$ cat config.mk
export PLATFORM = sky130hd
export DESIGN_NAME = ray_dda_walker_flat
export DESIGN_NICKNAME = d
export VERILOG_FILES = /design/src/rtl/wolf_pkg.sv /design/src/rtl/ray_dda_walker_if.sv /design/src/rtl/sat_add_u.sv /design/src/rtl/ray_dda_walker.sv /design/src/flat_wrapper.sv
export SDC_FILE = /design/constraint.sdc
export NUM_CORES = 1
export LEC_CHECK = 0
export BUFFER_PORTS_ARGS = -buffer_cell sky130_fd_sc_hd__buf_2
export CAP_MARGIN = 0
export CORE_AREA = 2 2 152 95
export CTS_BUF_LIST = sky130_fd_sc_hd__clkbuf_4 sky130_fd_sc_hd__clkbuf_8
export DETAILED_ROUTE_END_ITERATION = 6
export DIE_AREA = 0 0 154 97
export PLACE_DENSITY = 0.81
export REMOVE_ABC_BUFFERS = 1
export SLEW_MARGIN = 20
export SYNTH_ARGS = -nofsm -noshare
export SYNTH_HDL_FRONTEND = slang
export SYNTH_SLANG_ARGS = --single-unit
$ cat constraint.sdc
create_clock -name clk -period 5.2 [get_ports clk]
set_input_delay 1.04 -clock clk [delete_from_list [all_inputs] [get_ports clk]]
set_output_delay 1.04 -clock clk [all_outputs]
set_load 0.01 [all_outputs]
$ cat src/rtl/wolf_pkg.sv
// rtl/wolf_pkg.sv - shared constants, tile codes and walker state encoding
package wolf_pkg;

  localparam int MAP_LOG2 = 3;

  localparam logic [1:0] TILE_EMPTY = 2'd0;
  localparam logic [1:0] TILE_WALL1 = 2'd1;
  localparam logic [1:0] TILE_WALL2 = 2'd2;
  localparam logic [1:0] TILE_WALL3 = 2'd3;

  typedef enum logic [1:0] {
    IDLE  = 2'd0,
    STEP  = 2'd1,
    CHECK = 2'd2,
    DONE  = 2'd3
  } walk_state_e;

  // True when one more step in the given direction would leave the map.
  function automatic logic at_grid_edge(input logic [MAP_LOG2-1:0] coord,
                                        input logic                neg);
    logic [MAP_LOG2-1:0] last;
    last = '1;
    return neg ? (coord == '0) : (coord == last);
  endfunction

endpackage

$ cat src/rtl/ray_dda_walker_if.sv
// rtl/ray_dda_walker_if.sv - ray request, map read port and result bundle
interface ray_dda_walker_if
  import wolf_pkg::*;
#(
  parameter int DIST_W = 16
);

  // Ray request from the column controller
  logic                    start;
  logic [MAP_LOG2-1:0]     map_x0;
  logic [MAP_LOG2-1:0]     map_y0;
  logic                    step_x_neg;
  logic                    step_y_neg;
  logic [DIST_W-1:0]       side_dist_x0;
  logic [DIST_W-1:0]       side_dist_y0;
  logic [DIST_W-1:0]       delta_dist_x;
  logic [DIST_W-1:0]       delta_dist_y;

  // Map ROM read port (combinational data return)
  logic [2*MAP_LOG2-1:0]   map_addr;
  logic [1:0]              map_data;

  // Result towards the renderer
  logic                    busy;
  logic                    done;
  logic [1:0]              hit_tile;
  logic                    hit_side;
  logic [MAP_LOG2-1:0]     hit_x;
  logic [MAP_LOG2-1:0]     hit_y;
  logic [DIST_W-1:0]       perp_dist;

  // Walker side: initiator on the map port, producer of the result
  modport master (
    input  start, map_x0, map_y0, step_x_neg, step_y_neg,
    input  side_dist_x0, side_dist_y0, delta_dist_x, delta_dist_y,
    input  map_data,
    output map_addr,
    output busy, done, hit_tile, hit_side, hit_x, hit_y, perp_dist
  );

  // Environment side: issues rays, serves the map, consumes results
  modport slave (
    output start, map_x0, map_y0, step_x_neg, step_y_neg,
    output side_dist_x0, side_dist_y0, delta_dist_x, delta_dist_y,
    output map_data,
    input  map_addr,
    input  busy, done, hit_tile, hit_side, hit_x, hit_y, perp_dist
  );

endinterface

$ cat src/rtl/sat_add_u.sv
// rtl/sat_add_u.sv - unsigned adder clamped to the all-ones maximum
module sat_add_u #(
  parameter int W = 16
) (
  input  logic [W-1:0] i_a,
  input  logic [W-1:0] i_b,
  output logic [W-1:0] o_sum
);

  logic [W:0] w_full;

  assign w_full = {1'b0, i_a} + {1'b0, i_b};
  assign o_sum  = w_full[W] ? {W{1'b1}} : w_full[W-1:0];

endmodule

$ cat src/rtl/ray_dda_walker.sv
// rtl/ray_dda_walker.sv - sequential DDA walker casting one ray through the 8x8 map
module ray_dda_walker
  import wolf_pkg::*;
#(
  parameter int DIST_W    = 16,
  parameter int MAX_STEPS = 16,
  parameter int STEP_W    = 5
) (
  input  logic              clk,
  input  logic              rst,
  ray_dda_walker_if.master  bus
);

  localparam logic [STEP_W-1:0]   LP_MAX_STEPS = STEP_W'(MAX_STEPS);
  localparam logic [STEP_W-1:0]   LP_CNT_ONE   = STEP_W'(1);
  localparam logic [MAP_LOG2-1:0] LP_PLUS_ONE  = MAP_LOG2'(1);
  // Adding all-ones is a modular decrement; no subtractor needed.
  localparam logic [MAP_LOG2-1:0] LP_MINUS_ONE = '1;

  walk_state_e           r_state;
  logic [MAP_LOG2-1:0]   r_cur_x;
  logic [MAP_LOG2-1:0]   r_cur_y;
  logic                  r_neg_x;
  logic                  r_neg_y;
  logic [DIST_W-1:0]     r_sdx;
  logic [DIST_W-1:0]     r_sdy;
  logic [DIST_W-1:0]     r_ddx;
  logic [DIST_W-1:0]     r_ddy;
  logic [STEP_W-1:0]     r_step_cnt;
  logic [DIST_W-1:0]     r_perp;
  logic                  r_side;
  logic                  r_busy;
  logic                  r_done;
  logic [1:0]            r_hit_tile;
  logic                  r_hit_side;
  logic [MAP_LOG2-1:0]   r_hit_x;
  logic [MAP_LOG2-1:0]   r_hit_y;
  logic [DIST_W-1:0]     r_perp_dist;

  logic [DIST_W-1:0]     w_sdx_next;
  logic [DIST_W-1:0]     w_sdy_next;
  logic                  w_take_x;
  logic                  w_x_edge;
  logic                  w_y_edge;
  logic                  w_step_leaves;
  logic [MAP_LOG2-1:0]   w_x_next;
  logic [MAP_LOG2-1:0]   w_y_next;

  sat_add_u #(.W(DIST_W)) u_sat_x (
    .i_a   (r_sdx),
    .i_b   (r_ddx),
    .o_sum (w_sdx_next)
  );

  sat_add_u #(.W(DIST_W)) u_sat_y (
    .i_a   (r_sdy),
    .i_b   (r_ddy),
    .o_sum (w_sdy_next)
  );

  // Ties between the two side distances resolve to the x axis.
  assign w_take_x      = (r_sdx <= r_sdy);
  assign w_x_edge      = at_grid_edge(r_cur_x, r_neg_x);
  assign w_y_edge      = at_grid_edge(r_cur_y, r_neg_y);
  assign w_step_leaves = w_take_x ? w_x_edge : w_y_edge;
  assign w_x_next      = r_cur_x + (r_neg_x ? LP_MINUS_ONE : LP_PLUS_ONE);
  assign w_y_next      = r_cur_y + (r_neg_y ? LP_MINUS_ONE : LP_PLUS_ONE);

  assign bus.map_addr  = {r_cur_y, r_cur_x};
  assign bus.busy      = r_busy;
  assign bus.done      = r_done;
  assign bus.hit_tile  = r_hit_tile;
  assign bus.hit_side  = r_hit_side;
  assign bus.hit_x     = r_hit_x;
  assign bus.hit_y     = r_hit_y;
  assign bus.perp_dist = r_perp_dist;

  // Walker FSM: alternate STEP (advance one cell) and CHECK (read the tile).
  always_ff @(posedge clk or posedge rst) begin
    if (rst) begin
      r_state     <= IDLE;
      r_cur_x     <= '0;
      r_cur_y     <= '0;
      r_neg_x     <= 1'b0;
      r_neg_y     <= 1'b0;
      r_sdx       <= '0;
      r_sdy       <= '0;
      r_ddx       <= '0;
      r_ddy       <= '0;
      r_step_cnt  <= '0;
      r_perp      <= '0;
      r_side      <= 1'b0;
      r_busy      <= 1'b0;
      r_done      <= 1'b0;
      r_hit_tile  <= TILE_EMPTY;
      r_hit_side  <= 1'b0;
      r_hit_x     <= '0;
      r_hit_y     <= '0;
      r_perp_dist <= '0;
    end else begin
      case (r_state)
        IDLE: begin
          if (bus.start) begin
            r_cur_x    <= bus.map_x0;
            r_cur_y    <= bus.map_y0;
            r_neg_x    <= bus.step_x_neg;
            r_neg_y    <= bus.step_y_neg;
            r_sdx      <= bus.side_dist_x0;
            r_sdy      <= bus.side_dist_y0;
            r_ddx      <= bus.delta_dist_x;
            r_ddy      <= bus.delta_dist_y;
            r_step_cnt <= '0;
            r_busy     <= 1'b1;
            r_state    <= STEP;
          end
        end

        STEP: begin
          r_step_cnt <= r_step_cnt + LP_CNT_ONE;
          if (w_take_x) begin
            r_side <= 1'b0;
            r_perp <= r_sdx;
            r_sdx  <= w_sdx_next;
            if (!w_x_edge) begin
              r_cur_x <= w_x_next;
            end
          end else begin
            r_side <= 1'b1;
            r_perp <= r_sdy;
            r_sdy  <= w_sdy_next;
            if (!w_y_edge) begin
              r_cur_y <= w_y_next;
            end
          end
          // Leaving the map is a miss; the coordinate stays on the border.
          if (w_step_leaves) begin
            r_hit_tile  <= TILE_EMPTY;
            r_perp_dist <= '1;
            r_hit_side  <= ~w_take_x;
            r_hit_x     <= r_cur_x;
            r_hit_y     <= r_cur_y;
            r_done      <= 1'b1;
            r_state     <= DONE;
          end else begin
            r_state     <= CHECK;
          end
        end

        CHECK: begin
          if (bus.map_data != TILE_EMPTY) begin
            r_hit_tile  <= bus.map_data;
            r_hit_side  <= r_side;
            r_hit_x     <= r_cur_x;
            r_hit_y     <= r_cur_y;
            r_perp_dist <= r_perp;
            r_done      <= 1'b1;
            r_state     <= DONE;
          end else if (r_step_cnt == LP_MAX_STEPS) begin
            r_hit_tile  <= TILE_EMPTY;
            r_hit_side  <= r_side;
            r_hit_x     <= r_cur_x;
            r_hit_y     <= r_cur_y;
            r_perp_dist <= '1;
            r_done      <= 1'b1;
            r_state     <= DONE;
          end else begin
            r_state     <= STEP;
          end
        end

        DONE: begin
          r_done  <= 1'b0;
          r_busy  <= 1'b0;
          r_state <= IDLE;
        end

        default: begin
          r_state <= IDLE;
        end
      endcase
    end
  end

endmodule

$ cat src/flat_wrapper.sv
// flat-port wrapper written by rule: the top's interface ports become plain ports
module ray_dda_walker_flat import wolf_pkg::*;
#(
  parameter int DIST_W    = 16,
  parameter int MAX_STEPS = 16,
  parameter int STEP_W    = 5
)
  (clk, rst, bus_start, bus_map_x0, bus_map_y0, bus_step_x_neg, bus_step_y_neg, bus_side_dist_x0, bus_side_dist_y0, bus_delta_dist_x, bus_delta_dist_y, bus_map_data, bus_map_addr, bus_busy, bus_done, bus_hit_tile, bus_hit_side, bus_hit_x, bus_hit_y, bus_perp_dist);
  ray_dda_walker_if #(.DIST_W(DIST_W)) bus_i ();
  input  logic clk;
  input  logic rst;
  input wire logic [$bits(bus_i.start)-1:0] bus_start;
  input wire logic [$bits(bus_i.map_x0)-1:0] bus_map_x0;
  input wire logic [$bits(bus_i.map_y0)-1:0] bus_map_y0;
  input wire logic [$bits(bus_i.step_x_neg)-1:0] bus_step_x_neg;
  input wire logic [$bits(bus_i.step_y_neg)-1:0] bus_step_y_neg;
  input wire logic [$bits(bus_i.side_dist_x0)-1:0] bus_side_dist_x0;
  input wire logic [$bits(bus_i.side_dist_y0)-1:0] bus_side_dist_y0;
  input wire logic [$bits(bus_i.delta_dist_x)-1:0] bus_delta_dist_x;
  input wire logic [$bits(bus_i.delta_dist_y)-1:0] bus_delta_dist_y;
  input wire logic [$bits(bus_i.map_data)-1:0] bus_map_data;
  output wire logic [$bits(bus_i.map_addr)-1:0] bus_map_addr;
  output wire logic [$bits(bus_i.busy)-1:0] bus_busy;
  output wire logic [$bits(bus_i.done)-1:0] bus_done;
  output wire logic [$bits(bus_i.hit_tile)-1:0] bus_hit_tile;
  output wire logic [$bits(bus_i.hit_side)-1:0] bus_hit_side;
  output wire logic [$bits(bus_i.hit_x)-1:0] bus_hit_x;
  output wire logic [$bits(bus_i.hit_y)-1:0] bus_hit_y;
  output wire logic [$bits(bus_i.perp_dist)-1:0] bus_perp_dist;
  assign bus_i.start = bus_start;
  assign bus_i.map_x0 = bus_map_x0;
  assign bus_i.map_y0 = bus_map_y0;
  assign bus_i.step_x_neg = bus_step_x_neg;
  assign bus_i.step_y_neg = bus_step_y_neg;
  assign bus_i.side_dist_x0 = bus_side_dist_x0;
  assign bus_i.side_dist_y0 = bus_side_dist_y0;
  assign bus_i.delta_dist_x = bus_delta_dist_x;
  assign bus_i.delta_dist_y = bus_delta_dist_y;
  assign bus_i.map_data = bus_map_data;
  assign bus_map_addr = bus_i.map_addr;
  assign bus_busy = bus_i.busy;
  assign bus_done = bus_i.done;
  assign bus_hit_tile = bus_i.hit_tile;
  assign bus_hit_side = bus_i.hit_side;
  assign bus_hit_x = bus_i.hit_x;
  assign bus_hit_y = bus_i.hit_y;
  assign bus_perp_dist = bus_i.perp_dist;
  ray_dda_walker #(.DIST_W(DIST_W), .MAX_STEPS(MAX_STEPS), .STEP_W(STEP_W)) u_core (.clk(clk), .rst(rst), .bus(bus_i));
endmodule
* Word-level counts from Yosys, hierarchy flattened
Index checks and enable logic that the tools add are counted.
W data, S select, Z words.
** Word-level totals
- Bits in registers :: 123
- Output and inout bits :: 33
- Word-level logic and storage cells :: 112
** Cells by class
- $add $sub $neg :: 5
- Magnitude comparators :: 1
- Eq/ne operators :: 13
- Mux-type cells :: 56
- Bitwise gates (word level) :: 1
- Reductions and logical operators :: 17
** Operator list (count)
- $mux W16 :: 10
- $pmux W16 S2 :: 3
- $mux W3 :: 14
- $add A16 B16 Y17 :: 2
- $pmux W3 S2 :: 4
- $le A16 B16 Y1 :: 1
- $mux W1 :: 12
- $mux W2 :: 6
- $reduce_and A3 Y1 :: 4
- $pmux W5 S2 :: 1
- $ne A2 B2 Y1 const B :: 4
- $pmux W2 S4 :: 1
- $reduce_and A4 Y1 :: 2
- $reduce_bool A2 Y1 :: 4
- $add A3 B3 Y3 :: 2
- $eq A3 B3 Y1 const B :: 2
- $logic_not A3 Y1 :: 2
- $reduce_and A2 Y1 :: 3
- $add A5 B1 Y5 const B :: 1
- $eq A5 B5 Y1 const B :: 1
- $mux W5 :: 1
- $eq A2 B2 Y1 const B :: 2
- $ne A2 B1 Y1 const B :: 2
- $pmux W1 S2 :: 2
- 7 further kinds :: 7

* Depth between registers and ports, before layout
- Depth in word-level cells :: 5
- Mapped depth :: 11
- Depth with buffers taken out :: 9

* Hierarchy
Synthesis repeated with hierarchy kept, for this count alone.
** Unflattened totals
- Cells, all modules :: 778
- Area total of the unflattened synthesis :: 7171.9 sq um
** By module, submodules not included
- ray_dda_walker :: times used 1, cells an instance 562, area an instance 5550.3 sq um, sequential area each 3078.0 sq um
- sat_add_u (u_core.u_sat_x) :: times used 1, cells an instance 102, area an instance 833.3 sq um, sequential area each 0.0 sq um
- sat_add_u (u_core.u_sat_y) :: times used 1, cells an instance 114, area an instance 788.3 sq um, sequential area each 0.0 sq um

* Worst setup path after synthesis
No wires, ideal clock.
- Kind :: reg2reg
- From :: register u_core.r_ddx[0]
- To :: register u_core.r_sdx[0]
- Library setup time :: 0.131 ns
- Arrival time :: 2.420 ns
- Data required time :: 5.069 ns
- Path slack :: 2.649 ns
- Cell stages (with the launch flop) :: 11
- Period minus slack after synthesis :: 2.551 ns
- Cell sequence :: dfrtp_1 ha_1 fa_1 a211oi_1 o21ai_0 nand3_1 a31oi_1 o41a_1 buf_2 o221ai_1 o21ai_0
** On the way
- Cells in the longest elaborated chain, start to end :: 4
** Ends and longest elaborated chain
- start, declared :: RTL line ray_dda_walker.sv:27 : logic [DIST_W-1:0] r_ddx;
- start signal, assigned :: RTL line ray_dda_walker.sv:110 : r_ddx <= bus.delta_dist_x;
- $add A16 B16 Y17 :: RTL line sat_add_u.sv:12 : assign w_full = {1'b0, i_a} + {1'b0, i_b};
- $mux W16 :: RTL line sat_add_u.sv:13 : assign o_sum = w_full[W] ? {W{1'b1}} : w_full[W-1:0];
- $mux W16 :: RTL line ray_dda_walker.sv:120 : if (w_take_x) begin
- $pmux W16 S2 :: RTL line ray_dda_walker.sv:101 : case (r_state)
- end signal, assigned :: RTL line ray_dda_walker.sv:108 : r_sdx <= bus.side_dist_x0;
- end signal, assigned :: RTL line ray_dda_walker.sv:123 : r_sdx <= w_sdx_next;
- end, declared :: RTL line ray_dda_walker.sv:25 : logic [DIST_W-1:0] r_sdx;
Every way passes these cells. The select of a mux whose other input is x is not followed.
A chain may end at the register's enable or synchronous reset.

* Worst setup path after layout
- From :: register u_core.r_sdy[10]
- To :: register u_core.r_hit_y[2], in the netlist u_core.bus.hit_y[2]
** On the way
- Cells in the longest elaborated chain, start to end :: 4
** Ends and longest elaborated chain
- start, declared :: RTL line ray_dda_walker.sv:26 : logic [DIST_W-1:0] r_sdy;
- start signal, assigned :: RTL line ray_dda_walker.sv:109 : r_sdy <= bus.side_dist_y0;
- start signal, assigned :: RTL line ray_dda_walker.sv:130 : r_sdy <= w_sdy_next;
- $le A16 B16 Y1 :: RTL line ray_dda_walker.sv:62 : assign w_take_x = (r_sdx <= r_sdy);
- $mux W1 :: RTL line ray_dda_walker.sv:65 : assign w_step_leaves = w_take_x ? w_x_edge : w_y_edge;
- $ne A2 B1 Y1 (no line)
- $reduce_and A3 Y1 (no line)
- end signal, assigned :: RTL line ray_dda_walker.sv:141 : r_hit_y <= r_cur_y;
- end signal, assigned :: RTL line ray_dda_walker.sv:154 : r_hit_y <= r_cur_y;
- end signal, assigned :: RTL line ray_dda_walker.sv:162 : r_hit_y <= r_cur_y;
- end, declared :: RTL line ray_dda_walker.sv:37 : logic [MAP_LOG2-1:0] r_hit_y;
Every way passes these cells.

==> flow_summary.yaml <==
global_route:
  grt_pass1_wl_um: 31100
  grt_pass1_vias: 5974
  track_usage: 0.262
  antenna_found_initial: 0
  grt_overflow_total: 0
  grt_max_degree: 54
placed_design:
  place_congestion: 0.923
  hpwl_um: 14000
  io_buffers: 109
logic_synthesis:
  synth_area_leaders: "dfrtp_1 41%, ha_1 9.1%, mux2_2 5.8%"
  synth.largest_area_cell: "dfrtp_1"
  async_reset_ff_frac: 1.00
  ys_ff_latch: 123
  yosys_warnings: 0
  seq_area_frac_synth: 0.414
  synth_area_per_cell_um2: 9.41
  synth_edf_count: 0
  synth_top_area_share: 0.414
  syn_inst: 790
  ys_dominant_reg_cell: "dfrtp_1"
  syn-cell-area_mm2: 0.00744
  synth.distinct_cells: 62
floorplan:
  core_area_mm2: 0.0134
  dieHeight_um: 97
  initial_utilization: 0.554
  die_w_um: 154
  rows: 33
  io_pins: 110
  die_area_mm2: 0.0149
timing:
  setup_viol: 0
  tightest_slew_ns: 0.839
  layout_min_cycle_time_ns: 3.34
  hold_viol_final: 0
  clock-skew-final_ns: 0.0124
  min_period_over_period: 0.642
  drv_slew: 0
  rsz0062_at_grt: "false"
  fin_setup_tns_ns: 0
  max_freq_mhz: 299
  slew_headroom: 0.439
finish:
  drive_above_1_share: 0.222
  antenna_cells: 0
  area_growth_pct: 15.5
  final_nets: 1028
  n_fill_cell: 1126
worst_setup_path:
  endpoint_kind: "flop"
  crit_chain: "inv_1 -> ha_1 -> a41oi_1 -> o21ai_1 -> a221oi_2 -> a31oi_4 -> o211ai_2 -> buf_4 -> mux2_2"
  required_ns: 5.53
  crit_arrival_ns: 3.67
  slowest_delay_ns: 0.73
  startpoint_type: "flop"
  critPathSlowestCell: "o211ai_2"
  criticalPathCategory: "reg -> reg"
  crit_fanout: 23
routing:
  initialDrtViolationCount: 554
  vias: 6427
  via_per_inst: 5.95
  wl_per_cell_um: 18.0
  drt_wl_total_um: 19400
  remaining_drc_errors: 0
  ant_nets: 0
  drt_pass1_iterations: 6
clock_tree:
  cts_max_level: 4
  ctsHoldBuffers: 0
  clk_pin_slew_ns: 0.08
  clock_sinks: 123
  cts_setup_buffers: 0
  clock_latency_ns: 0.43
  cts_resized: 0
  numCtsBuffers: 17
  root_buffer: "clkbuf_8"
  cts_tree: "built"
  cts_buffer_depth: 2
run:
  maxCapViolations: 0
run_status:
  status: "complete, no violations"
hold_path:
  hp-class: "reg -> reg"
flip-flops by register name (all words and copies together), names as in the netlist:
name	flops
u_core.bus.busy	1
u_core.bus.done	1
u_core.bus.hit_side	1
u_core.bus.hit_tile	2
u_core.bus.hit_x	3
u_core.bus.hit_y	3
u_core.bus.perp_dist	16
u_core.r_cur_x	3
u_core.r_cur_y	3
u_core.r_ddx	16
u_core.r_ddy	16
u_core.r_neg_x	1
u_core.r_neg_y	1
u_core.r_perp	16
u_core.r_sdx	16
u_core.r_sdy	16
u_core.r_side	1
u_core.r_state	2
u_core.r_step_cnt	5
cell usage after synthesis (5+ instances only):
| library cell | number |
|---|---|
| a211oi_1 | 5 |
| o21ai_0 | 78 |
| a31oi_1 | 7 |
| o21bai_1 | 5 |
| mux2_2 | 38 |
| or3_1 | 6 |
| nand3_1 | 17 |
| inv_1 | 45 |
| dfrtp_1 | 123 |
| o21ai_1 | 6 |
| clkbuf_1 | 18 |
| ha_1 | 54 |
| and3_1 | 7 |
| a21oi_1 | 64 |
| mux2i_1 | 25 |
| a21o_1 | 7 |
| nor2_1 | 53 |
| nor3_1 | 12 |
| xor2_1 | 8 |
| nor2b_1 | 6 |
| o32ai_1 | 5 |
| nand4_1 | 6 |
| o22ai_1 | 23 |
| nand2_1 | 79 |
| buf_2 | 8 |
| xnor2_1 | 14 |
| nand2b_1 | 8 |
| nor4_1 | 5 |
worst paths after layout:
| kind | startpoint | endpoint | slack, ns | cells after the start |
|---|---|---|---|---|
| worst max-delay path | u_core.r_sdy[10] | u_core.bus.hit_y[2] | 1.86 | 9 |
| worst min-delay path | u_core.bus.perp_dist[2] | u_core.bus.perp_dist[2] | 0.48 | 2 |
| worst max register to register | u_core.r_sdy[10] | u_core.bus.hit_y[2] | 1.86 | 9 |
| worst min register to register | u_core.bus.perp_dist[2] | u_core.bus.perp_dist[2] | 0.48 | 2 |
| max in group asynchronous | rst | u_core.r_perp[14] | 3.60 | 3 |
| min in group asynchronous | rst | u_core.r_step_cnt[1] | 0.59 | 2 |
layer usage:
| metal | up-vias | track usage | share of wire | wire length [um] |
|---|---|---|---|---|
| met5 | - | 0 | 0 | 0 |
| met4 | 0 | 0.0834 | 0.016 | 318 |
| met3 | 23 | 0.0600 | 0.086 | 1670 |
| met2 | 288 | 0.372 | 0.42 | 8230 |
| met1 | 3058 | 0.397 | 0.47 | 9200 |
| li1 | 3058 | - | - | - |
metrics by stage:
| step | worst slack, ns | std cells | hold slack (ns) | cell area [um^2] | utilization |
|---|---|---|---|---|---|
| after detailed placement | 1.93 | 1049 | 0.466 | 8120 | 0.605 |
| final | 1.86 | 1081 | 0.481 | 8590 | 0.640 |
| after floorplan | 0.889 | 756 | 0.481 | 7280 | - |
| after global placement | 1.98 | 1049 | 0.462 | 8120 | 0.605 |
| after global routing | 1.63 | 1081 | 0.502 | 8590 | 0.640 |
| after CTS | 1.92 | 1081 | 0.482 | 8580 | 0.639 |
area by class of cell:
type	instances	area, um^2	share of cell area
clock buffers	20	263	0.0306
inverters	45	171	0.0200
well taps	175	219	0.0255
multi-input cells	588	4050	0.471
repair buffers	118	613	0.0714
clock inverters	12	195	0.0227
flip-flops and latches	123	3080	0.358
critical path: cells and delay by family, from the launching register on:
kind	cells	cell delay, ns
AO/OA/AOI/OAI	5	1.74
flip-flops	1	0.40
buffers and inverters	2	0.42
adder cells (fa/ha/maj)	1	0.32
multiplexers	1	0.36
logic make-up after synthesis:
logic type,after synthesis,synth area share
AOI/OAI and AO/OA,238,0.197
adders and majority gates,58,0.102
xor gates and xnor gates,22,0.0259
muxes,63,0.0912
and+or+nand+nor,207,0.126
buffers and inverters,79,0.0442
DFF,123,0.414
placed cells by master (no fill, tap or decap), types with 17 or more instances in the layout:
cell,instances
dfrtp_1,123
buf_2,109
nand2_1,79
o21ai_0,78
a21oi_1,64
nor2_1,53
ha_1,53
inv_1,44
mux2_2,38
mux2i_1,25
o22ai_1,23
clkbuf_8,18
nand3_1,17
Power is not shown: default switching activity piles up to over one toggle a cycle in this logic, so the estimate is an artifact.
